## config.mk

```make
export PLATFORM = sky130hd
export DESIGN_NAME = k2_result_capture
export DESIGN_NICKNAME = d
export VERILOG_FILES = /design/src/rtl/k2_pkg.sv /design/src/rtl/k2_fifo_mem.sv /design/src/rtl/k2_result_capture.sv
export SDC_FILE = /design/constraint.sdc
export NUM_CORES = 1
export LEC_CHECK = 0
export CORE_UTILIZATION = 62
export CTS_BUF_LIST = sky130_fd_sc_hd__clkbuf_16
export CTS_CLUSTER_SIZE = 14
export DETAILED_ROUTE_END_ITERATION = 10
export PLACE_DENSITY = 0.84
export SLEW_MARGIN = 20
export SYNTH_ARGS = -nofsm -noshare
export SYNTH_HDL_FRONTEND = slang
export SYNTH_SLANG_ARGS = --single-unit
```

## constraint.sdc

```tcl
create_clock -name clk -period 3.7 [get_ports clk]
set_input_delay 0.37 -clock clk [delete_from_list [all_inputs] [get_ports clk]]
set_output_delay 0.37 -clock clk [all_outputs]
set_load 0.01 [all_outputs]
```

## src/rtl/k2_pkg.sv

```systemverilog
`default_nettype none
// ============================================================================
//  Module      : k2_pkg
//  Description : Shared constants for the K2 result-capture stage.
//                K2_BITS      - processor data width
//                K2_CAP_DEPTH - capture FIFO entries (power of two, >= 2)
//                k2_ptr_width - pointer width for a given FIFO depth
//  Revision    : 1.0 - initial release
// ============================================================================
package k2_pkg;

    localparam int K2_BITS      = 8;
    localparam int K2_CAP_DEPTH = 8;

    // Pointers wrap naturally, so their width is exactly log2(depth).
    function automatic int k2_ptr_width(input int depth);
        return $clog2(depth);
    endfunction

endpackage : k2_pkg
`default_nettype wire

```

## src/rtl/k2_fifo_mem.sv

```systemverilog
`default_nettype none
// ============================================================================
//  Module      : k2_fifo_mem
//  Description : DEPTH x bits storage array with one synchronous write port
//                and one combinational read port. Not reset.
//  Ports       : clk   - clock, rising edge
//                we    - write enable
//                waddr - write address
//                wdata - write data
//                raddr - read address
//                rdata - read data (combinational)
//  Revision    : 1.0 - initial release
// ============================================================================
module k2_fifo_mem
    import k2_pkg::*;
#(
    parameter int bits  = K2_BITS,
    parameter int DEPTH = K2_CAP_DEPTH,
    parameter int AW    = k2_ptr_width(DEPTH)
) (
    input  logic            clk,
    input  logic            we,
    input  logic [AW-1:0]   waddr,
    input  logic [bits-1:0] wdata,
    input  logic [AW-1:0]   raddr,
    output logic [bits-1:0] rdata
);

    logic [bits-1:0] mem [DEPTH];

    always_ff @(posedge clk) begin
        if (we) begin
            mem[waddr] <= wdata;
        end
    end

    assign rdata = mem[raddr];

endmodule : k2_fifo_mem
`default_nettype wire

```

## src/rtl/k2_result_capture.sv

```systemverilog
`default_nettype none
// ============================================================================
//  Module      : k2_result_capture
//  Description : K2 output stage. Captures every change of the processor
//                result bus into a small FIFO and presents the head entry
//                over a valid/ready handshake. Values arriving while the
//                FIFO is full (and not being popped) are dropped and flagged
//                in a sticky overflow bit.
//  Ports       : clk          - clock, rising edge
//                reset        - asynchronous active-low reset
//                result_in    - processor result bus
//                out_ready    - consumer accepts head entry this cycle
//                overflow_clr - synchronous clear of overflow
//                out_data     - FIFO head entry (valid while out_valid)
//                out_valid    - FIFO non-empty
//                count        - occupancy, 0..DEPTH
//                overflow     - sticky: at least one value dropped
//  Revision    : 1.0 - initial release
// ============================================================================
module k2_result_capture
    import k2_pkg::*;
#(
    parameter int bits  = K2_BITS,
    parameter int DEPTH = K2_CAP_DEPTH
) (
    input  logic                     clk,
    input  logic                     reset,
    input  logic [bits-1:0]          result_in,
    input  logic                     out_ready,
    input  logic                     overflow_clr,
    output logic [bits-1:0]          out_data,
    output logic                     out_valid,
    output logic [$clog2(DEPTH):0]   count,
    output logic                     overflow
);

    localparam int AW = k2_ptr_width(DEPTH);
    localparam int CW = AW + 1;
    localparam logic [CW-1:0] c_full = CW'(DEPTH);

    logic [bits-1:0] last_q;
    logic [AW-1:0]   wr_ptr;
    logic [AW-1:0]   rd_ptr;

    logic push;
    logic pop;
    logic accept;
    logic drop;

    // A new value is any value differing from the last one observed; the
    // reset value of last_q (0) means a steady 0 is never captured.
    assign push      = (result_in != last_q);
    assign out_valid = (count != '0);
    assign pop       = out_valid & out_ready;
    // When full, a simultaneous pop frees the slot being written.
    assign accept    = push & ((count < c_full) | pop);
    assign drop      = push & ~accept;

    k2_fifo_mem #(
        .bits  (bits),
        .DEPTH (DEPTH),
        .AW    (AW)
    ) u_mem (
        .clk   (clk),
        .we    (accept),
        .waddr (wr_ptr),
        .wdata (result_in),
        .raddr (rd_ptr),
        .rdata (out_data)
    );

    always_ff @(posedge clk or negedge reset) begin
        if (!reset) begin
            last_q   <= '0;
            wr_ptr   <= '0;
            rd_ptr   <= '0;
            count    <= '0;
            overflow <= 1'b0;
        end else begin
            // last_q follows the bus even on a drop so nothing is retried.
            if (push) begin
                last_q <= result_in;
            end
            if (accept) begin
                wr_ptr <= wr_ptr + 1'b1;
            end
            if (pop) begin
                rd_ptr <= rd_ptr + 1'b1;
            end
            case ({accept, pop})
                2'b10:   count <= count + 1'b1;
                2'b01:   count <= count - 1'b1;
                default: count <= count;
            endcase
            // Set has priority over clear.
            if (drop) begin
                overflow <= 1'b1;
            end else if (overflow_clr) begin
                overflow <= 1'b0;
            end
        end
    end

endmodule : k2_result_capture
`default_nettype wire
```

* Yosys cells after proc, flatten, opt, wreduce, memory -nomap -nowiden
Memories as Yosys holds them, arrays and structs flattened.
Index checks and enable logic that the tools add are counted.
** Storage, ports and cells
- Register bits :: 19
- RAM bits :: 64
- Input port bits :: 12
- Output and inout port bits :: 14
- Word-level logic and storage cells :: 27
- Memories kept :: 1
** Operators by class
- $add $sub $neg :: 4
- Order comparisons :: 1
- Equality and inequality tests :: 3
- Multiplexer cells :: 5
- Bitwise gates (word level) :: 5
- Reductions and logical operators :: 3
** Memory list
- u_mem.mem :: words 8, bits a word 8, rd ports 1, clocked after Yosys merged registers in 0, write ports 1, RTL line k2_fifo_mem.sv:29 : logic [bits-1:0] mem [DEPTH];
** Operators by type and width (count)
- != test 8 bit :: 1
- one-hot mux 4 bit (2 select lines) :: 1
- adder 3 x 1 -> 3 bit (second input constant) :: 2
- adder 4 x 1 -> 4 bit (second input constant) :: 1
- < comparator 4 bit (second input constant) :: 1
- two-way mux 1 bit :: 4
- nonzero test 2 bit :: 2
- nonzero test 4 bit :: 1
- subtractor 4 x 1 -> 4 bit (second input constant) :: 1
- AND 1 bit :: 3
- equality test 2 x 1 -> 1 bit (second input constant) :: 1
- equality test 2 bit (second input constant) :: 1
- NOT 1 bit :: 1
- bitwise OR 1 bit :: 1

* Longest topological paths before layout
- Depth in word-level cells :: 7
- Gate-level depth with buffers :: 10

* Modules after synthesis
A second synthesis with hierarchy kept.
** Unflattened totals
- Cells, all modules :: 181
- Area, all modules :: 3425.8 um^2
** Modules (own cells, without submodules)
- k2_fifo_mem :: times used 1, cells each 106, area an instance 2531.2 um^2
- k2_result_capture :: times used 1, cells each 75, area an instance 894.6 um^2

* Worst setup path after synthesis
Ideal clock, no wire load.
- Path kind :: register to register
- Start point :: register count[3]
- End point :: register count[3]
- Data arrival time :: 2.413 ns
- Data required time :: 3.620 ns
- Setup slack :: 1.207 ns
- Stages on the path, launching flop included :: 10
- Path buffers :: 0
- Clock period less this slack :: 2.493 ns
- Cell sequence :: dfrtp_1 or4_1 nand2_1 inv_1 ha_1 ha_1 a21o_1 a21oi_1 mux2i_1 xnor2_1
** Between the ends
- Cells in the longest elaborated chain, start to end :: 6
** RTL lines
- start: declaration :: RTL line k2_result_capture.sv:33 : output logic [$clog2(DEPTH):0] count,
- start signal: assignment :: RTL line k2_result_capture.sv:91 : 2'b10: count <= count + 1'b1;
- start signal: assignment :: RTL line k2_result_capture.sv:92 : 2'b01: count <= count - 1'b1;
- start signal: assignment :: RTL line k2_result_capture.sv:93 : default: count <= count;
- nonzero test 4 bit (*) :: RTL line k2_result_capture.sv:53 : assign out_valid = (count != '0);
- named net out_valid :: RTL line k2_result_capture.sv:32 : output logic out_valid,
- AND 1 bit (*) :: RTL line k2_result_capture.sv:54 : assign pop = out_valid & out_ready;
- named net pop :: RTL line k2_result_capture.sv:46 : logic pop;
- bitwise OR 1 bit :: RTL line k2_result_capture.sv:56 : assign accept = push & ((count < c_full) | pop);
- AND 1 bit :: RTL line k2_result_capture.sv:56
- equality test 2 x 1 -> 1 bit or equality test 2 bit (tied branches) :: RTL line k2_result_capture.sv:90 : case ({accept, pop})
- one-hot mux 4 bit (2 select lines) or nonzero test 2 bit (tied branches)
Mark *: on every way through the listed nets, which the timed path passes. The rest lies on a longest branch.
A chain may end at the register's enable or synchronous reset.

* Worst setup path in the final report
- Start point :: register rd_ptr[0]
- End point :: output out_data[7]
** Between the ends
- Cells in the longest elaborated chain, start to end :: 1
** RTL lines
- start: declaration :: RTL line k2_result_capture.sv:43 : logic [AW-1:0] rd_ptr;
- start signal: assignment :: RTL line k2_result_capture.sv:88 : rd_ptr <= rd_ptr + 1'b1;
- memory read (8 x 8 bit)
- end: declaration :: RTL line k2_result_capture.sv:31 : output logic [bits-1:0] out_data,
No other way between the ends.

==> parameters.txt <==
Parameter                              Value

Power and ir drop
  Internal Power    2.353 mW
  Sw power    0.9813 mW
  Max VDD drop    565.7 uV
  Power per cell area    815.4 mW/mm^2
  Total power after layout    3.334 mW
  Leakage component of the power    1.542 nW
  Part of the total power dissipated in sequential elements    43.6%
  Clock share of power    22.4%
  Net Sw Frac    29.43%
  Part of the total power dissipated in combinational logic    34.0%

Timing
  Actual slew at the worst max-slew pin    0.8984 ns
  Final slew viol count    0
  RSZ-0062 raised after global routing    no
  Setup skew after layout    0.007159 ns
  Setup Total Neg Slack    0 ns
  Final setup viols    0
  Minimum period implied by the final worst setup slack    3.091 ns
  Highest achievable clock rate    323.6 MHz
  Final period utilization    83.53%
  Max-slew headroom at the worst pin    39.92%
  Number of endpoints with negative hold slack in the final report    0
  Min setup slack post-route    0.6093 ns

Routing
  Vias post-DR    1,747
  Post-DR wirelength/cell    21.70 um
  Antenna-violating nets left    0
  Final wirelength    6.402 mm
  Number of violations reported at the end of detailed-routing iteration 0    97
  Via-per-instance ratio    5.922
  Number of design rule violations left after detail routing    0
  Number of detailed-routing iterations run before antenna repair    4

Final layout
  Footprint of the multi-input gates    947.2 sq um
  Ant. Diodes    0
  Post-layout utilization of the core    78.07%
  Register area    0.002397 sq mm
  Final net count    238
  Filler Cell Count    267
  Fraction of final layout cells sized beyond drive strength 1    17.33%
  Layout overhead on the synthesized area    18.45%

Synthesis
  Count of different cell masters after synthesis    31
  Average instance area after synthesis    18.97 sq um
  Share of the synthesized area in compound gates (AO/OA/AOI/OAI)    1.377%
  Number of flops mapped to enable cells by yosys    64
  Cell types with the largest area share after synthesis    sky130_fd_sc_hd__edfxtp_1 (56%), sky130_fd_sc_hd__dfrtp_1 (14%), sky130_fd_sc_hd__mux4_1 (12%), sky130_fd_sc_hd__xnor2_1 (3.3%), sky130_fd_sc_hd__mux2_2 (3.3%)
  Xor and xnor area share after synthesis    3.806%
  Warnings, synthesis    0
  Leading cell types by count after synthesis    sky130_fd_sc_hd__edfxtp_1 (64), sky130_fd_sc_hd__dfrtp_1 (19), sky130_fd_sc_hd__mux4_1 (16)
  Post-Synth Adder-Cell Area    2.392%
  Sequential cell area fraction in the yosys report    69.45%
  Synthesized Nets    200
  Multiplexer share of the synthesized area    16.02%
  Register bit total from synthesis    83
  Cell area after synthesis    0.003452 sq mm
  Main combinational cell family by area after synthesis    multiplexers
  Async set-or-reset flop fraction in the synthesized netlist    22.89%
  Synth Area in Simple Gates    3.842%
  Dominant cell type by area after synthesis    sky130_fd_sc_hd__edfxtp_1
  Area share of the largest cell type after synthesis    55.67%
  Synth Flop Type    sky130_fd_sc_hd__edfxtp_1
  Cell with the most instances after synthesis    sky130_fd_sc_hd__edfxtp_1
  Cell count after synthesis    182

CTS
  Number of cells upsized or downsized after cts    0
  Clock Path Buffers    2
  Clk pin slew, worst setup/hold paths    0.05 ns
  Insertion delay of the later-clocked pin in the worst-skew pair    0.33 ns
  Quantity of hold-fixing buffers added after cts    0
  TritonCTS clock tree    yes
  Number of sinks driven by the clock tree    83
  Post-CTS setup-driven buffer insertion count    0
  Library cell used as clock root buffer    sky130_fd_sc_hd__clkbuf_16
  Htree depth    3
  Total clock buffers created by CTS    9

Floorplanning
  Die width    76.62 um
  Boundary pin count    26
  Core box area    0.005238 sq mm
  Die extent in y    76.62 um
  Number of cell rows    26
  Initial core utilization    65.91%
  Area of the die    0.005870 sq mm

GRT
  First-pass GRT wire length    10.07 mm
  Grt ovf    0
  Vias in the first global route    1,845
  Combined global-route utilization of all metal layers    24.94%
  Number of antenna violations at the first check in global routing    0
  Maximum number of pins on one net before global-route repair    20

Placement
  Placement-stage worst setup slack    0.5588 ns
  Placer's final routability congestion estimate    0.7692
  Post-detailed-placement half-perimeter wirelength    4.180 mm
  Count of input and output buffers    25

Setup path
  Arr. time, crit path    2.72 ns
  Startpoint types    register
  CP Data Required Time    3.33 ns
  Path type of the worst setup path    reg -> out
  Crit path capture type    output port
  Largest fanout on the critical path    12

Job
  Max cap viols    0

Outcome
  Result of the run    finished, final reports clean

Worst hold path
  Path type of the worst min-delay path    reg -> reg
==> stage by stage <==
step / hold slack [ns] / cells / cell area, sq um
CTS: 0.5269 / 295 / 4089
finish: 0.5282 / 295 / 4089
floorplan: 0.07441 / 182 / 3452
global placement: 0.5151 / 279 / 3836
detailed placement: 0.5199 / 279 / 3836
global route: 0.5567 / 295 / 4089
==> worst max-delay path, cell delays in order (launching register included) <==
cell	delay, ns
sky130_fd_sc_hd__dfrtp_1	0.78
sky130_fd_sc_hd__buf_4	0.30
sky130_fd_sc_hd__mux4_1	0.56
sky130_fd_sc_hd__mux2_2	0.27
sky130_fd_sc_hd__clkdlybuf4s50_1	0.49
==> flip-flops by register name, indices dropped and copies added, names as in the netlist <==
register	count
u_mem.mem	64
last_q	8
count	4
rd_ptr	3
wr_ptr	3
overflow	1
==> power by group through the flow <==
stage | logic (mW) | registers, mW | clock network [mW]
4_1_cts | 1.14 | 1.45 | 0.761
5_1_grt | 1.21 | 1.48 | 0.800
3_3_place_gp | 1.09 | 1.45 | 0
2_1_floorplan | 0.740 | 1.36 | 0
6_report | 1.13 | 1.45 | 0.747
3_5_place_dp | 1.13 | 1.47 | 0
==> layout by cell type, fill, tap and decap left out, types with 5 or more instances in the layout <==
master,instances
sky130_fd_sc_hd__clkdlybuf4s50_1,25
sky130_fd_sc_hd__mux2_2,10
sky130_fd_sc_hd__buf_4,17
sky130_fd_sc_hd__edfxtp_1,64
sky130_fd_sc_hd__clkbuf_16,9
sky130_fd_sc_hd__inv_1,12
sky130_fd_sc_hd__ha_1,5
sky130_fd_sc_hd__xnor2_1,13
sky130_fd_sc_hd__mux4_1,16
sky130_fd_sc_hd__dfrtp_1,19
==> final cells by class <==
cell class	instances	area share (%)
well taps	70	2.142
multi-input cells	77	23.16
flip-flops and latches	83	58.63
repair buffers	42	9.241
clock buffers	9	5.508
inverters	7	0.6426
clock inverters	7	0.6732
==> per-layer routing <==
metal  vias up  routed length [um]  track usage (%)
li1        790                   -                -
met1       893                2612            29.12
met2        53                3397            42.97
met3        11                 306            8.144
met4         0                  86            9.423
met5         -                   0                0
==> final timing paths <==
check / start / slack (ns) / depth (start not counted) / endpoint
worst min-delay path: count[3] / 0.53 / 1 / count[3]
min in group asynchronous: reset / 0.55 / 1 / count[2]
max in group asynchronous: reset / 2.60 / 1 / last_q[2]
worst max-delay path: rd_ptr[0] / 0.61 / 4 / out_data[7]
worst max register to register: count[3] / 1.11 / 9 / count[3]
worst min register to register: count[3] / 0.53 / 1 / count[3]
==> cells by family after synthesis <==
| kind of cell | after synthesis |
|---|---|
| adder cells (fa/ha/maj) | 6 |
| multiplexers | 28 |
| XOR/XNOR | 15 |
| flip-flops | 83 |
| AND/OR/NAND/NOR | 22 |
| AO/OA/AOI/OAI | 6 |
| buffers and inverters | 22 |
Note: power is estimated with default switching activity, not from simulation.
